<file path="src/rtl/tx_polyphase_interp.sv">
// 4x interpolating BPSK transmit pulse shaper: a polyphase FIR with one branch
// per output phase, an NTAPS-deep symbol delay line and a writable coefficient bank.
module tx_polyphase_interp #(
  parameter int NTAPS  = 6,
  parameter int COEF_W = 8,
  parameter int OUT_W  = COEF_W + 3
) (
  input  logic                     clk,
  input  logic                     i_reset_n,
  input  logic                     i_enable,
  input  logic                     i_symbol,
  input  logic                     i_coef_we,
  input  logic [4:0]               i_coef_addr,
  input  logic signed [COEF_W-1:0] i_coef_data,
  output logic signed [OUT_W-1:0]  o_sample,
  output logic                     o_valid,
  output logic [1:0]               o_phase,
  output logic                     o_symbol_req
);

  logic [1:0]               phase_q, phase_d;
  logic [NTAPS-1:0]         sym_q, sym_d;
  logic signed [COEF_W-1:0] coef_q [4][NTAPS];
  logic signed [COEF_W-1:0] coef_d [4][NTAPS];
  logic signed [OUT_W-1:0]  sample_q, sample_d;
  logic [1:0]               out_phase_q, out_phase_d;
  logic                     valid_q, valid_d;

  logic signed [OUT_W-1:0]  acc;
  logic signed [OUT_W-1:0]  term;
  logic signed [COEF_W-1:0] coef_sel;

  // Branch sum for the current phase; a '1' symbol maps to -1 and negates its tap.
  always_comb begin
    acc      = '0;
    term     = '0;
    coef_sel = '0;
    for (int k = 0; k < NTAPS; k++) begin
      coef_sel = coef_q[phase_q][k];
      term     = {{(OUT_W-COEF_W){coef_sel[COEF_W-1]}}, coef_sel};
      // NOTE: blocking assignments here chain the accumulation within one
      // evaluation; in clocked blocks only non-blocking assignments are used.
      acc      = sym_q[k] ? (acc - term) : (acc + term);
    end
  end

  always_comb begin
    phase_d     = phase_q;
    sym_d       = sym_q;
    sample_d    = sample_q;
    out_phase_d = out_phase_q;
    valid_d     = 1'b0;
    if (i_enable) begin
      phase_d     = phase_q + 2'd1;
      sample_d    = acc;
      out_phase_d = phase_q;
      valid_d     = 1'b1;
      if (phase_q == 2'd3) begin
        sym_d = {sym_q[NTAPS-2:0], i_symbol};
      end
    end
  end

  // Out-of-range addresses never match an entry, so those writes fall away.
  always_comb begin
    coef_d = coef_q;
    for (int p = 0; p < 4; p++) begin
      for (int k = 0; k < NTAPS; k++) begin
        if (i_coef_we && (i_coef_addr == 5'(p*NTAPS + k))) begin
          coef_d[p][k] = i_coef_data;
        end
      end
    end
  end

  always_ff @(posedge clk or negedge i_reset_n) begin
    if (!i_reset_n) begin
      phase_q     <= '0;
      sym_q       <= '0;
      sample_q    <= '0;
      out_phase_q <= '0;
      valid_q     <= 1'b0;
      // NOTE: the coefficient bank is a flop array, not a RAM, so it must be
      // cleared by reset like any other state.
      for (int p = 0; p < 4; p++) begin
        for (int k = 0; k < NTAPS; k++) begin
          coef_q[p][k] <= '0;
        end
      end
    end else begin
      phase_q     <= phase_d;
      sym_q       <= sym_d;
      sample_q    <= sample_d;
      out_phase_q <= out_phase_d;
      valid_q     <= valid_d;
      coef_q      <= coef_d;
    end
  end

  assign o_sample     = sample_q;
  assign o_phase      = out_phase_q;
  assign o_valid      = valid_q;
  assign o_symbol_req = (phase_q == 2'd3);

endmodule

</file>
<file path="config.mk">
export PLATFORM = sky130hd
export DESIGN_NAME = tx_polyphase_interp
export DESIGN_NICKNAME = d
export VERILOG_FILES = /design/src/rtl/tx_polyphase_interp.sv
export SDC_FILE = /design/constraint.sdc
export NUM_CORES = 1
export LEC_CHECK = 0
export CAP_MARGIN = 30
export CORE_UTILIZATION = 50
export CTS_CLUSTER_SIZE = 20
export DETAILED_ROUTE_END_ITERATION = 8
export HOLD_SLACK_MARGIN = 0.1
export MAX_ROUTING_LAYER = met4
export PLACE_DENSITY = 0.67
export SYNTH_ARGS = -nofsm -noshare
export SYNTH_HDL_FRONTEND = slang
export SYNTH_SLANG_ARGS = --single-unit
export TNS_END_PERCENT = 1
</file>
<file path="constraint.sdc">
create_clock -name clk -period 15.44 [get_ports clk]
set_input_delay 3.86 -clock clk [delete_from_list [all_inputs] [get_ports clk]]
set_output_delay 3.86 -clock clk [all_outputs]
set_load 0.05 [all_outputs]
</file>
== Yosys cells after proc, flatten, opt, wreduce, memory -nomap -nowiden ==
Index checks and enable logic that the tools add are counted.
Widths: inputs -> output; s select.

* Add/subtract/negate cells: 12
* Order comparisons: 1
* Equality and inequality tests: 24
* Mux-type cells: 10
* Bitwise operators: 1
* Reduce and logical (&&, ||, !) cells: 26

{| class="wikitable"
|+ Operators with widths
! kind !! count
|-
| $bmux 48 s2 || 1
|-
| $mux 48 || 2
|-
| $mux 11 || 6
|-
| $add 11x8->11 || 5
|-
| $sub 11x8->11 || 5
|-
| $eq 5x4->1 const B || 8
|-
| $eq 5x5->1 const B || 8
|-
| $logic_and 1x1->1 || 24
|-
| $eq 5x3->1 const B || 4
|-
| $eq 5x2->1 const B || 2
|-
| $sub 1x8->9 const A || 1
|-
| $eq 5x1->1 const B || 1
|-
| $logic_not 5->1 || 1
|-
| $ge 3x3->1 const B || 1
|-
| $not 2->3 || 1
|-
| $add 2x1->2 const B || 1
|-
| $eq 2x2->1 const B || 1
|-
| $reduce_and 2->1 || 1
|-
| $mux 1 || 1
|}

* Register bits after elaboration: 214
* Input bits: 18
* Output and inout port bits: 15
* Logic and storage cells: 103

== Logic depth before layout (Yosys ltp) ==
* Depth in word-level cells: 16
* Gate-level depth with buffers: 38
* Mapped depth without buffers: 35

== Worst setup path before layout ==
No wires, ideal clock.

* Kind: register -> register
* From: register phase_q[0]
* To: register sample_q[10], in the netlist o_sample[10]
* Setup time: 0.125 ns
* Arrival time: 7.199 ns
* Data required time: 15.315 ns
* Path slack: 8.116 ns
* Cell stages (with the launch flop): 35
* Buffers on the path: 4
* Clock period less this slack: 7.324 ns
* Path through: dfrtp_1 > buf_6 > buf_6 > buf_6 > buf_1 > mux4_2 > inv_1 > ha_1 > mux2_2 > inv_1 > ha_1 > nor2b_1 > o21ai_0 > a21boi_0 > o21ai_0 > a21boi_0 > o21ai_0 > nand2b_1 > xor2_1 > ha_1 > or4_1 > and2_1 > xor2_1 > ha_1 > a21oi_1 > xnor2_1 > ha_1 > xnor2_1 > ha_1 > nand2_1 > o41ai_1 > xnor2_1 > xnor2_1 > xnor2_1 > mux2_4

* Word-level cells in the longest chain between the ends: 16
* Elaborated cells on any way between the ends: 21
* Those cells by class: add/sub (11); mux (9); bitwise (1)

{| class="wikitable"
|+ RTL lines
! what !! line !! RTL
|-
| start: declaration || 21 || <nowiki>logic [1:0] phase_q, phase_d;</nowiki>
|-
| start signal: assignment || 91 || <nowiki>phase_q <= phase_d;</nowiki>
|-
| $not 2->3 (not written as such) * || 39 || <nowiki>coef_sel = coef_q[phase_q][k];</nowiki>
|-
| $bmux 48 s2 * || 39 ||
|-
| $mux 48 (not written as such) * (2 in a row) || 39 ||
|-
| $sub 1x8->9 || 43 || <nowiki>acc = sym_q[k] ? (acc - term) : (acc + term);</nowiki>
|-
| $mux 11 || 43 ||
|-
| $add 11x8->11 or $sub 11x8->11 (tied branches) || 43 ||
|-
| $mux 11 || 43 ||
|-
| $add 11x8->11 or $sub 11x8->11 (tied branches) || 43 ||
|-
| $mux 11 || 43 ||
|-
| $add 11x8->11 or $sub 11x8->11 (tied branches) || 43 ||
|-
| $mux 11 || 43 ||
|-
| $add 11x8->11 or $sub 11x8->11 (tied branches) || 43 ||
|-
| $mux 11 || 43 ||
|-
| $add 11x8->11 or $sub 11x8->11 (tied branches) || 43 ||
|-
| $mux 11 * || 43 ||
|-
| end signal: assignment || 93 || <nowiki>sample_q <= sample_d;</nowiki>
|-
| end: declaration || 25 || <nowiki>logic signed [OUT_W-1:0] sample_q, sample_d;</nowiki>
|}

Mark *: on every way between the ends. The rest lies on a longest branch, timed or not. The select of a mux whose other input is x is not followed.
A chain may end at the register's enable or synchronous reset.

== Worst setup path in the final report ==
Same ends and word-level chain as after synthesis.

==> impl_metrics.env <==
export IMPL_clk_latency_ns=0.53
export IMPL_reg2reg_to="o_sample[10]$_DFFE_PN0P_"
export IMPL_dr_max_layer_used="met4"
export IMPL_grt_max_degree=97
export IMPL_dp_hpwl_um=18100
export IMPL_nNetsFinal=1083
export IMPL_cts_tree="done"
export IMPL_synth_top_family_by_area="multiplexers"
export IMPL_io_buffers=32
export IMPL_cts_hold_buf=0
export IMPL_wl_um=26100
export IMPL_finalSetupViolCount=0
export IMPL_start_util=0.514
export IMPL_yosysSeqAreaShare=0.438
export IMPL_antenna_left=0
export IMPL_arrival_ns=8.06
export IMPL_wl_met1_um=12900
export IMPL_antenna_found_initial=0
export IMPL_fmax_ghz=0.130
export IMPL_min_period_ns=7.67
export IMPL_synth_compound_area_frac=0.0449
export IMPL_die_height_um=158
export IMPL_core_um2=23800
export IMPL_met3_length_um=1060
export IMPL_cp_max_fo=34
export IMPL_cp_data_required_time_ns=15.84
export IMPL_synth_xor_area_frac=0.0570
export IMPL_h_tree_depth=1
export IMPL_relSlewSlack=0.319
export IMPL_startpoint_type="register"
export IMPL_yosys_mux_area_fraction=0.288
export IMPL_finalMaxSlewViolations=0
export IMPL_dr_total_vias=7569
export IMPL_dp_cells=1295
export IMPL_initialDrtViolationCount=354
export IMPL_gr_usage_all_layers=0.229
export IMPL_hold_start="o_sample[7]$_DFFE_PN0P_"
export IMPL_syn_to_final_growth_pct=12.0
export IMPL_synth_cell_types=50
export IMPL_setup_tns_ns=0
export IMPL_die_x_um=158
export IMPL_rsz0062_at_grt="false"
export IMPL_max_cap_violations=0
export IMPL_synthCells=977
export IMPL_drc=0
export IMPL_cts_made_buffers=24
export IMPL_place_congestion=0.832
export IMPL_crit_path_end_kind="register"
export IMPL_firstDrtPassIters=4
export IMPL_ctsResizeCount=0
export IMPL_async_flop_share=1.00
export IMPL_status="finished, final reports clean"
export IMPL_syn_area_um2=12200
export IMPL_hold_end="o_sample[7]$_DFFE_PN0P_"
export IMPL_critical_path_class="reg -> reg"
export IMPL_ys_flop_type="dfrtp_1"
export IMPL_whs_path_depth=2
export IMPL_syn_mean_instance_area_um2=12.5
export IMPL_grt_pass1_vias=7586
export IMPL_synth_net_count=1057
export IMPL_r2r_start="phase_q[0]$_DFFE_PN0P_"
export IMPL_clock_root_buffer="clkbuf_16"
export IMPL_worstMarginPinSlew_ns=1.02
export IMPL_r2r_cells=27
export IMPL_antenna_cells=0
export IMPL_vias_per_cell=5.66
export IMPL_yosys_area_share_simple=0.0778
export IMPL_layoutNonFillerInstCount=1338
export IMPL_drive_gt1_frac=0.312
export IMPL_reg2reg_slack_ns=7.77
export IMPL_synth_seq_cells=214
export IMPL_rows=56
export IMPL_die_area_um2=25100
export IMPL_synth_edf_count=0
export IMPL_clock_path_buffers=3
export IMPL_skew_ns=0.0152
export IMPL_post_drt_wl_per_cell_um=19.5
export IMPL_yosys_area_share_adder=0.0666
export IMPL_wl_met2_um=11800
export IMPL_clock_sinks=214
export IMPL_yosysWarnings=0
export IMPL_ios=33
export IMPL_cts_setup_buffers=0
export IMPL_clk_pin_slew_ns=0.06
export IMPL_grt_pass1_wl_um=42200
export IMPL_grt_ovfl_total=0
export IMPL_final_period_utilization=0.497
export IMPL_hold_viol_final=0
export IMPL_hold_path_class="reg -> reg"
## sequential cells by signal (all words and copies together) (netlist names)
name / count
o_valid: 1
o_sample: 11
coef_q: 192
phase_q: 2
o_phase: 2
sym_q: 6
## critical path: stages, from the launching register on
cell      delay (ns)
dfrtp_4         0.64
buf_4           0.63
mux4_2          0.67
or4_1           0.57
o21ai_0         0.21
xnor2_1         0.10
ha_1            0.32
a21boi_0        0.25
nor2_1          0.09
ha_1            0.31
a21boi_0        0.29
nor2_1          0.10
ha_1            0.34
a21boi_0        0.26
nor2_1          0.09
ha_1            0.35
nand2_1         0.06
o21ai_0         0.21
nor4_1          0.09
or3_1           0.39
xnor2_1         0.15
ha_1            0.33
nand2_1         0.06
o41ai_1         0.31
xnor2_1         0.14
xnor2_1         0.20
xnor2_1         0.08
mux2_4          0.25
## layout by cell type (no fill, tap or decap), drive strengths merged, types with 17 or more instances in the layout
master,Yosys,layout
a21oi,24,24
clkbuf,29,34
clkdlybuf4s50,0,31
dfrtp,214,214
ha,57,57
inv,35,35
mux2,208,208
mux4,48,48
nand2,47,47
nand2b,17,17
nor2,71,71
nor3,21,21
o21ai,21,21
xnor2,67,67
## area by class of cell
| cell class | count | area, um^2 |
|---|---|---|
| Clock inverter | 8 | 118 |
| Tap cell | 319 | 399 |
| Clock buffer | 34 | 718 |
| Sequential cell | 214 | 5360 |
| Timing Repair Buffer | 42 | 428 |
| Inverter | 35 | 131 |
| Multi-Input combinational cell | 686 | 6540 |
| Fill cell | 1918 | 10100 |
## per-stage QoR
stage	util	instance area (um^2)	hold slack, ns	worst slack, ns
after global placement	0.539	12800	0.470	7.90
final	0.576	13700	0.484	7.77
after floorplan	-	12200	0.470	8.12
after CTS	0.575	13700	0.489	7.71
after global routing	0.576	13700	0.512	6.92
after detailed placement	0.540	12800	0.475	7.77
## layer usage
| layer | track usage | vias to the layer above |
|---|---|---|
| met5 | - | - |
| met4 | 0.0408 | 0 |
| met3 | 0.0302 | 22 |
| met2 | 0.345 | 127 |
| met1 | 0.335 | 3856 |
| li1 | - | 3564 |
## cells by family after synthesis
| family | Yosys count |
|---|---|
| mux | 264 |
| flops | 214 |
| compound gates | 82 |
| buf+inv | 77 |
| simple gates | 200 |
| fa+ha+maj | 62 |
| xor+xnor | 78 |
## cell usage after synthesis, types with 5 or more instances
cell type    n  area [um^2]
nor2_1      70          263
a21o_1       6         45.0
nand2_1     47          176
ha_1        57          713
nor4_1       9         56.3
nand2b_1    17          106
mux4_2      46         1040
or3_1        7         43.8
o31ai_1      5         37.5
o21ai_0     21          105
a21oi_1     22          110
mux2_2     207         2330
xnor2_1     67          587
fa_1         5          100
a21boi_0    12         90.1
inv_1       35          131
dfrtp_1    214         5360
xor2_1      10         87.6
clkbuf_1    29          109
nor3_1      20          100
buf_1        5         18.8
nor2b_1     12         75.1
mux2i_1      8         80.1
## worst max path at each step
stage | start | slack, ns | end
2_1_floorplan | phase_q[0]$_DFFE_PN0P_ | 8.12 | o_sample[10]$_DFFE_PN0P_
3_3_place_gp | phase_q[0]$_DFFE_PN0P_ | 7.90 | o_sample[10]$_DFFE_PN0P_
4_1_cts | phase_q[0]$_DFFE_PN0P_ | 7.71 | o_sample[10]$_DFFE_PN0P_
5_1_grt | phase_q[0]$_DFFE_PN0P_ | 6.92 | o_sample[10]$_DFFE_PN0P_
6_report | phase_q[0]$_DFFE_PN0P_ | 7.77 | o_sample[10]$_DFFE_PN0P_
3_5_place_dp | phase_q[0]$_DFFE_PN0P_ | 7.77 | o_sample[10]$_DFFE_PN0P_
Power is left out: the tool's default activity adds up to more than one toggle a clock period on the data nets, which glitch-free logic cannot reach.
